[src/rtl/bally_video_pkg.sv]
// Shared constants and types for the Astrocade video timing recovery.
package bally_video_pkg;
    localparam int DIV_DEFAULT       = 16;
    localparam int HBL_START_DEFAULT = 214;
    localparam int HBL_END_DEFAULT   = 34;
    localparam int VBL_START_DEFAULT = 255;
    localparam int VBL_END_DEFAULT   = 25;

    typedef enum logic {
        UNLOCKED = 1'b0,
        LOCKED   = 1'b1
    } lock_state_t;
endpackage

[src/rtl/bally_ce_div.sv]
// Clock divider: tick is high while the count sits at DIV-1; ce is tick registered.
// ce is high exactly one cycle in every DIV; no backpressure.
module bally_ce_div
    import bally_video_pkg::*;
#(
    parameter int DIV = DIV_DEFAULT
) (
    input  logic clk_sys,
    input  logic reset_l,
    output logic tick,
    output logic ce
);
    localparam int W = $clog2(DIV);
    localparam logic [W-1:0] LAST = W'(DIV - 1);

    logic [W-1:0] cnt;

    assign tick = (cnt == LAST);

    always_ff @(posedge clk_sys) begin
        if (!reset_l) begin
            cnt <= '0;
            ce  <= 1'b0;
        end else begin
            ce  <= tick;
            cnt <= tick ? '0 : cnt + W'(1);
        end
    end
endmodule

[src/rtl/bally_video_timing.sv]
// Regenerates H/V counters, blanking, line/frame measurements and frame lock from raw syncs.
// All outputs registered and updated on the pixel tick; the raw syncs cannot be stalled.
module bally_video_timing
    import bally_video_pkg::*;
#(
    parameter int DIV         = DIV_DEFAULT,
    parameter int CNT_W       = 16,
    parameter int HBL_START   = HBL_START_DEFAULT,
    parameter int HBL_END     = HBL_END_DEFAULT,
    parameter int VBL_START   = VBL_START_DEFAULT,
    parameter int VBL_END     = VBL_END_DEFAULT,
    parameter int LOCK_FRAMES = 2,
    parameter int FORCE_BLANK = 1
) (
    input  logic             clk_sys,
    input  logic             reset_l,
    input  logic             hs_in,
    input  logic             vs_in,
    output logic             ce_pix,
    output logic             hsync,
    output logic             vsync,
    output logic             hblank,
    output logic             vblank,
    output logic [CNT_W-1:0] hcnt,
    output logic [CNT_W-1:0] vcnt,
    output logic [CNT_W-1:0] pix_per_line,
    output logic [CNT_W-1:0] lines_per_frame,
    output logic             locked
);
    localparam int MW = $clog2(LOCK_FRAMES + 1);
    localparam logic [MW-1:0]    MATCH_TOP = MW'(LOCK_FRAMES);
    localparam logic [CNT_W-1:0] CMAX      = '1;
    localparam logic [CNT_W-1:0] HBS       = CNT_W'(HBL_START);
    localparam logic [CNT_W-1:0] HBE       = CNT_W'(HBL_END);
    localparam logic [CNT_W-1:0] VBS       = CNT_W'(VBL_START);
    localparam logic [CNT_W-1:0] VBE       = CNT_W'(VBL_END);

    logic             tick;
    logic             hs_rise, vs_rise, match, sync_lost, force_blk;
    logic [CNT_W-1:0] hcnt_inc, vcnt_inc, hcnt_nxt, vcnt_nxt;
    logic [MW-1:0]    match_cnt, match_nxt;
    lock_state_t      state, state_nxt;

    bally_ce_div #(.DIV(DIV)) u_ce_div (
        .clk_sys (clk_sys),
        .reset_l (reset_l),
        .tick    (tick),
        .ce      (ce_pix)
    );

    always_comb begin
        hs_rise  = hs_in & ~hsync;
        vs_rise  = hs_rise & vs_in & ~vsync;
        hcnt_inc = (hcnt == CMAX) ? hcnt : hcnt + CNT_W'(1);
        vcnt_inc = (vcnt == CMAX) ? vcnt : vcnt + CNT_W'(1);
        hcnt_nxt = hs_rise ? '0 : hcnt_inc;
        vcnt_nxt = vs_rise ? '0 : (hs_rise ? vcnt_inc : vcnt);
        // vcnt_inc is the frame length about to be latched into lines_per_frame
        match     = (vcnt_inc == lines_per_frame) && (vcnt_inc != '0);
        sync_lost = (hcnt_nxt == CMAX) || (vcnt_nxt == CMAX);

        state_nxt = state;
        match_nxt = match_cnt;
        if (vs_rise) begin
            if (match) begin
                if (match_cnt != MATCH_TOP) match_nxt = match_cnt + MW'(1);
                if (match_nxt == MATCH_TOP) state_nxt = LOCKED;
            end else begin
                match_nxt = '0;
                state_nxt = UNLOCKED;
            end
        end
        if (sync_lost) begin
            match_nxt = '0;
            state_nxt = UNLOCKED;
        end
        force_blk = (FORCE_BLANK != 0) && (state_nxt == UNLOCKED);
    end

    always_ff @(posedge clk_sys) begin
        if (!reset_l) begin
            hsync           <= 1'b0;
            vsync           <= 1'b0;
            hcnt            <= '0;
            vcnt            <= '0;
            pix_per_line    <= '0;
            lines_per_frame <= '0;
            hblank          <= 1'b1;
            vblank          <= 1'b1;
            state           <= UNLOCKED;
            match_cnt       <= '0;
            locked          <= 1'b0;
        end else if (tick) begin
            hsync <= hs_in;
            hcnt  <= hcnt_nxt;
            vcnt  <= vcnt_nxt;
            if (hs_rise) begin
                pix_per_line <= hcnt_inc;
                vsync        <= vs_in;
            end
            if (vs_rise) lines_per_frame <= vcnt_inc;
            state     <= state_nxt;
            match_cnt <= match_nxt;
            locked    <= (state_nxt == LOCKED);
            // Blanks decode next-state counters so they line up with hcnt/vcnt
            hblank <= force_blk || (hcnt_nxt >= HBS) || (hcnt_nxt < HBE);
            vblank <= force_blk || (vcnt_nxt >= VBS) || (vcnt_nxt < VBE);
        end
    end
endmodule

[config.mk]
export PLATFORM = sky130hd
export DESIGN_NAME = bally_video_timing
export DESIGN_NICKNAME = d
export VERILOG_FILES = /design/src/rtl/bally_video_pkg.sv /design/src/rtl/bally_ce_div.sv /design/src/rtl/bally_video_timing.sv
export SDC_FILE = /design/constraint.sdc
export NUM_CORES = 1
export LEC_CHECK = 0
export BUFFER_PORTS_ARGS = -buffer_cell sky130_fd_sc_hd__buf_2
export CAP_MARGIN = 20
export CORE_ASPECT_RATIO = 1.75
export CORE_UTILIZATION = 30
export CTS_CLUSTER_SIZE = 12
export DETAILED_ROUTE_END_ITERATION = 10
export GPL_ROUTABILITY_DRIVEN = 0
export HOLD_SLACK_MARGIN = 0.06
export MAX_ROUTING_LAYER = met4
export PLACE_DENSITY_LB_ADDON = 0.3
export SYNTH_ARGS = -nofsm -noshare
export SYNTH_HDL_FRONTEND = slang
export SYNTH_HIERARCHICAL = 1
export SYNTH_SLANG_ARGS = --single-unit
export TNS_END_PERCENT = 5
[constraint.sdc]
create_clock -name clk_sys -period 4.55 [get_ports clk_sys]
set_input_delay 0.2275 -clock clk_sys [delete_from_list [all_inputs] [get_ports clk_sys]]
set_output_delay 0.2275 -clock clk_sys [all_outputs]
set_load 0.01 [all_outputs]
==> results.cfg, run 1 <==
[global_route]
antenna_found_initial = 0
busiest_layer = met2
overflow = 0
met2_usage_pct = 40.5
gr-usage-all-layers_pct = 21.4
met3_usage_pct = 2.93
grt_max_degree = 38
grt_pass1_wl_um = 27000
first_global_vias = 5092
use_met1_pct = 20.3

[route]
antenna_left = 0
viasPerCell = 5.73
drtIter0Drc = 284
wl_per_cell_um = 19.2
vias = 5095
drc = 0
routed_wl_um = 17100
firstDrtPassIters = 5

[clocking]
clkSinkCount = 76
cts_setup_buffers = 0
cts_buffer_depth = 2
cts_buffers = 9
cts_tree = yes
ctsHoldBuffers = 0
root_buffer = clkbuf_16
ctsHtreeMaxLevel = 3
post_cts_resized = 0
cts.reportedPaths.clkPinSlew_ns = 0.07
clock_latency_ns = 0.35

[hold_path]
min_to = vsync
min_from = vs_in
worstHoldPathCells = 3
min_path_type = input port to register

[cells_and_area]
synthToLayoutAreaGrowth_pct = 14.1
drive_above_1_share_pct = 17.7
fin_util_pct = 35.2
insertedDiodeCount = 0
num-fill-cells = 1745
final_cell_count_no_fill = 889
nNetsFinal = 703

[synth]
async_reset_ff_share_pct = 0
synth_top_area_share_pct = 30.8
yosysMostFrequentCell = nor2_1
synth_top_cell_by_area = dfxtp_1
yosysUniqueCellTypes = 78
synth_area_um2 = 4940
ys.flop_type = dfxtp_1
ys_warn_count = 6
synth_area_leaders = dfxtp_1 (31%), nor2_1 (7.1%), a21oi_1 (6.4%), nand2_1 (4.5%), mux2i_1 (2.8%)
synthTopCellsByCount = nor2_1 (94), dfxtp_1 (76), a21oi_1 (63)
syn_area_per_cell_um2 = 7.54
synth-seq-cells = 76
synth_cells = 655
syn-num-nets = 663
seq_area_frac_synth_pct = 30.8
synth_edf_count = 0

[die]
core_area_um2 = 16000
die_area_um2 = 17000
io_pins = 74
die_h_um = 172
rows = 61
start_util_pct = 30.8
die_w_um = 99.0

[power]
vdd_drop_max_uv = 150
power_density_nw_per_um2 = 257
power.leakage_uw = 0.00203
finalPower_uw = 1450

[outcome]
status = completed

[timing]
hold_violations = 0
tightest_slew_ns = 0.899
post-route-period-util_pct = 77.3
setup_violations = 0
finalCriticalPeriod_ns = 3.52
rsz0062_at_grt = false
slew_viol_final = 0
fmax_mhz = 284
timing.slew.headroom_pct = 39.8
fin_skew_ns = 0.00972
finalSetupTns_ns = 0

[critical_path]
critPathKind = register to register
critical_path_arrival_ns = 3.75
r2r_start = vcnt[0]
reg2regPathDepth = 10
r2r_slack_ns = 1.03
cp.required_ns = 4.78
r2r-end = vblank
worstSetupEndpointType = register
worst_setup_path_start_kind = register
cp_max_fo = 15

[place]
hpwl_um = 12700
dp_cells = 873
portBuffers = 73

[run]
drv_cap = 0
worst max path at each step:
stage	startpoint	endpoint	slack [ns]	depth (start not counted)
6_report	vcnt[0]	vblank	1.03	10
5_1_grt	vcnt[0]	match_cnt[1]	0.68	10
4_1_cts	vcnt[0]	vblank	1.08	10
3_5_place_dp	vcnt[0]	vblank	1.10	10
3_3_place_gp	vcnt[0]	vblank	1.15	10
2_1_floorplan	hcnt[0]	vblank	1.71	10
through the flow:
step | hold WS, ns | setup WS, ns | instance area [um^2]
after floorplan | 0.341 | 1.71 | 4940
after global placement | 0.443 | 1.15 | 5340
after detailed placement | 0.444 | 1.10 | 5340
after CTS | 0.126 | 1.08 | 5640
after global routing | 0.168 | 0.676 | 5640
final | 0.139 | 1.03 | 5640
worst max-delay path, stage by stage (launching register included):
cell and delay [ns]:
dfxtp_1 0.62, ha_1 0.38, and3_1 0.41, a31oi_1 0.13
nor2_1 0.45, xor2_1 0.13, nor3_1 0.19, nand4_1 0.16
nor4_2 0.40, o211ai_1 0.18, o32a_1 0.36
cell families after synthesis:
logic type / Yosys count / synth area share (%)
AO/OA/AOI/OAI: 171 / 22.3
XOR/XNOR: 24 / 4.41
adder cells (fa/ha/maj): 4 / 1.01
buffers and inverters: 72 / 6.76
flip-flops: 76 / 30.8
multiplexers: 16 / 3.34
AND/OR/NAND/NOR: 292 / 31.3
power by group:
| group | leakage, uW | switching, uW | internal (uW) |
|---|---|---|---|
| clock | 0.000142 | 312 | 426 |
| combinational | 0.00128 | 31.6 | 10.1 |
| sequential | 0.000613 | 2.29 | 667 |
per-layer routing:
metal,routed length (um),up-vias
met3,673,60
met2,9260,182
met5,0,-
met1,6220,2389
met4,936,0
li1,-,2464
cell usage in the layout (no fill, tap or decap), types with 12 or more instances in the layout:
master / n
nor2_1: 94
dfxtp_1: 76
buf_2: 73
a21oi_1: 63
nand2_1: 59
o21ai_0: 24
nand3_1: 22
nand4_1: 20
inv_1: 19
nor3_1: 16
mux2i_1: 14
and2_1: 14
a211oi_1: 13
xnor2_1: 12
registers in the layout (all words and copies together), names as in the netlist:
signal,flops
u_ce_div/ce,1
vcnt,16
vblank,1
hcnt,16
pix_per_line,16
lines_per_frame,16
state,1
hblank,1
vsync,1
hsync,1
u_ce_div/cnt,4
match_cnt,2
cell type report:
| type | instances | area (um^2) | share of cell area [%] |
|---|---|---|---|
| inverter | 20 | 75.1 | 1.33 |
| tap | 189 | 236 | 4.20 |
| timing repair buffer | 81 | 425 | 7.55 |
| clock buffer | 10 | 229 | 4.06 |
| sequential | 76 | 1520 | 27.0 |
| clock inverter | 6 | 65.1 | 1.15 |
| multi-input combinational | 507 | 3080 | 54.7 |
(Power assumes the default switching activity.)
==> inputs of run 2 (changes only) <==
==> constraint.sdc (replaced) <==
create_clock -name clk_sys -period 3.3 [get_ports clk_sys]
set_input_delay 0.165 -clock clk_sys [delete_from_list [all_inputs] [get_ports clk_sys]]
set_output_delay 0.165 -clock clk_sys [all_outputs]
set_load 0.01 [all_outputs]
==> results.cfg, run 2 (synthesis gave the netlist of run 1 again) <==
[outcome]
status = completed

[clocking]
clkSinkCount = 76
cts_buffers = 9
root_buffer = clkbuf_16
cts_buffer_depth = 2
cts.reportedPaths.clkPinSlew_ns = 0.07
cts_tree = yes
clock_latency_ns = 0.34
ctsHtreeMaxLevel = 3
cts_setup_buffers = 0

[critical_path]
cp.required_ns = 3.52
endpoint = vblank
reg2regPathDepth = 10
crit_path_start = vcnt[0]
r2r_start = vcnt[0]
cp_cell_sequence = ha_1 -> and3_2 -> buf_4 -> nand3_1 -> nor2_1 -> o311ai_0 -> nand4_1 -> nor4_2 -> o211ai_1 -> o32a_1
critPathKind = register to register
critPathBufInv = 1
max_stage_delay_ns = 0.52
worstSetupEndpointType = register
cp_top_family = simple AND/OR/NAND/NOR gates
critical_path_arrival_ns = 3.28
cp_max_fo = 9
worstSetupPathDepth = 10
worst_setup_path_start_kind = register
cpMaxStageDelayCell = o311ai_0
r2r_slack_ns = 0.24
r2r-end = vblank

[cells_and_area]
drive_above_1_share_pct = 22.7
fin_area_um2 = 5970
nNetsFinal = 746
insertedDiodeCount = 0
final_cell_mix = nor2_1 (94), dfxtp_1 (76), buf_2 (73)
mostFrequentLayoutCell = nor2_1
synthToLayoutAreaGrowth_pct = 20.9
final_cell_count_no_fill = 932
fin_util_pct = 37.3

[timing]
hold_violations = 0
rsz0062_at_grt = false
timing.slew.headroom_pct = 42.6
fin_skew_ns = 0.0131
setup_violations = 0
post-route-period-util_pct = 92.7
finalCriticalPeriod_ns = 3.06
finalSetupTns_ns = 0
slew_viol_final = 0
hold_ws_ns = 0.0846
fmax_mhz = 327
tightest_slew_ns = 0.860

[global_route]
gr-usage-all-layers_pct = 22.2
overflow = 0
antenna_found_initial = 0
first_global_vias = 5096
grt_max_degree = 46
grt_pass1_wl_um = 28000

[run]
drv_cap = 0

[route]
viasPerCell = 5.66
drc = 0
drtIter0Drc = 266
wl_per_cell_um = 19.2
antenna_left = 0
firstDrtPassIters = 5
routed_wl_um = 17900
vias = 5277

[die]
start_util_pct = 30.8
die_w_um = 99.0
rows = 61
io_pins = 74
die_area_um2 = 17000
core_area_um2 = 16000
die_h_um = 172

[place]
post_dp_cell_area_um2 = 5660
hpwl_um = 13700
dp_cells = 916
portBuffers = 73

[hold_path]
min_path_type = input port to register

[power]
power.leakage_uw = 0.00226
power_density_nw_per_um2 = 337
vdd_drop_max_uv = 223
[run 2: cell types whose count changed in the layout (fill, tap and decap cells not counted), sizes merged]
| cell | previous run | this run |
|---|---|---|
| clkbuf | 10 | 9 |
| clkinv | 4 | 2 |
| buf | 81 | 124 |
| inv | 20 | 23 |
[run 2: how the worst min path moves through the flow]
stage / cells after the start / startpoint / end / slack (ns)
after floorplan: 2 / reset_l / u_ce_div/cnt[1] / 0.28
after global placement: 3 / hs_in / hsync / 0.43
after detailed placement: 3 / vs_in / vsync / 0.44
after CTS: 3 / vs_in / vsync / 0.08
after global routing: 3 / hs_in / hsync / 0.09
final: 3 / hs_in / hsync / 0.08
[run 2: report_power, final]
| part | leakage [uW] | switching (uW) | internal [uW] | total (uW) |
|---|---|---|---|---|
| logic | 0.00150 | 44.1 | 15.5 | 59.5 |
| registers | 0.000613 | 2.85 | 920 | 923 |
| clock network | 0.000147 | 435 | 597 | 1030 |
[run 2: metrics by stage]
stage / setup slack [ns] / total power, uW
after global routing: 0.0488 / 2080
final: 0.240 / 2010
after CTS: 0.249 / 2030
after global placement: 0.300 / 1000
after detailed placement: 0.278 / 1000
after floorplan: 0.461 / 980
[run 2: tightest hold or removal path, stage by stage]
cell and delay [ns]:
buf_2 0.10, mux2i_1 0.06, nor2_1 0.07
[run 2: cell type report]
| class | count | area [um^2] |
|---|---|---|
| sequential | 76 | 1520 |
| multi-input combinational | 507 | 3080 |
| tap | 189 | 236 |
| inverter | 20 | 75.1 |
| timing repair buffer | 124 | 748 |
| clock buffer | 9 | 225 |
| fill | 1741 | 10100 |
| clock inverter | 7 | 81.3 |
[run 2: repair_timing]
item | in CTS | in global routing
endpoints found under the hold margin | 0 | 0
hold buffers | 0 | 0
gates resized for setup | 0 | 1
endpoints found under the setup margin | 0 | 2
[run 2: routing by layer]
layer / part of all wire, % / wire length (um) / vias up / track usage [%]
met1: 36 / 6400 / 2447 / 21.5
met3: 4.6 / 820 / 58 / 2.84
met5: 0 / 0 / - / -
met4: 6.4 / 1150 / 0 / 15.4
li1: - / - / 2556 / -
met2: 53 / 9500 / 216 / 40.9
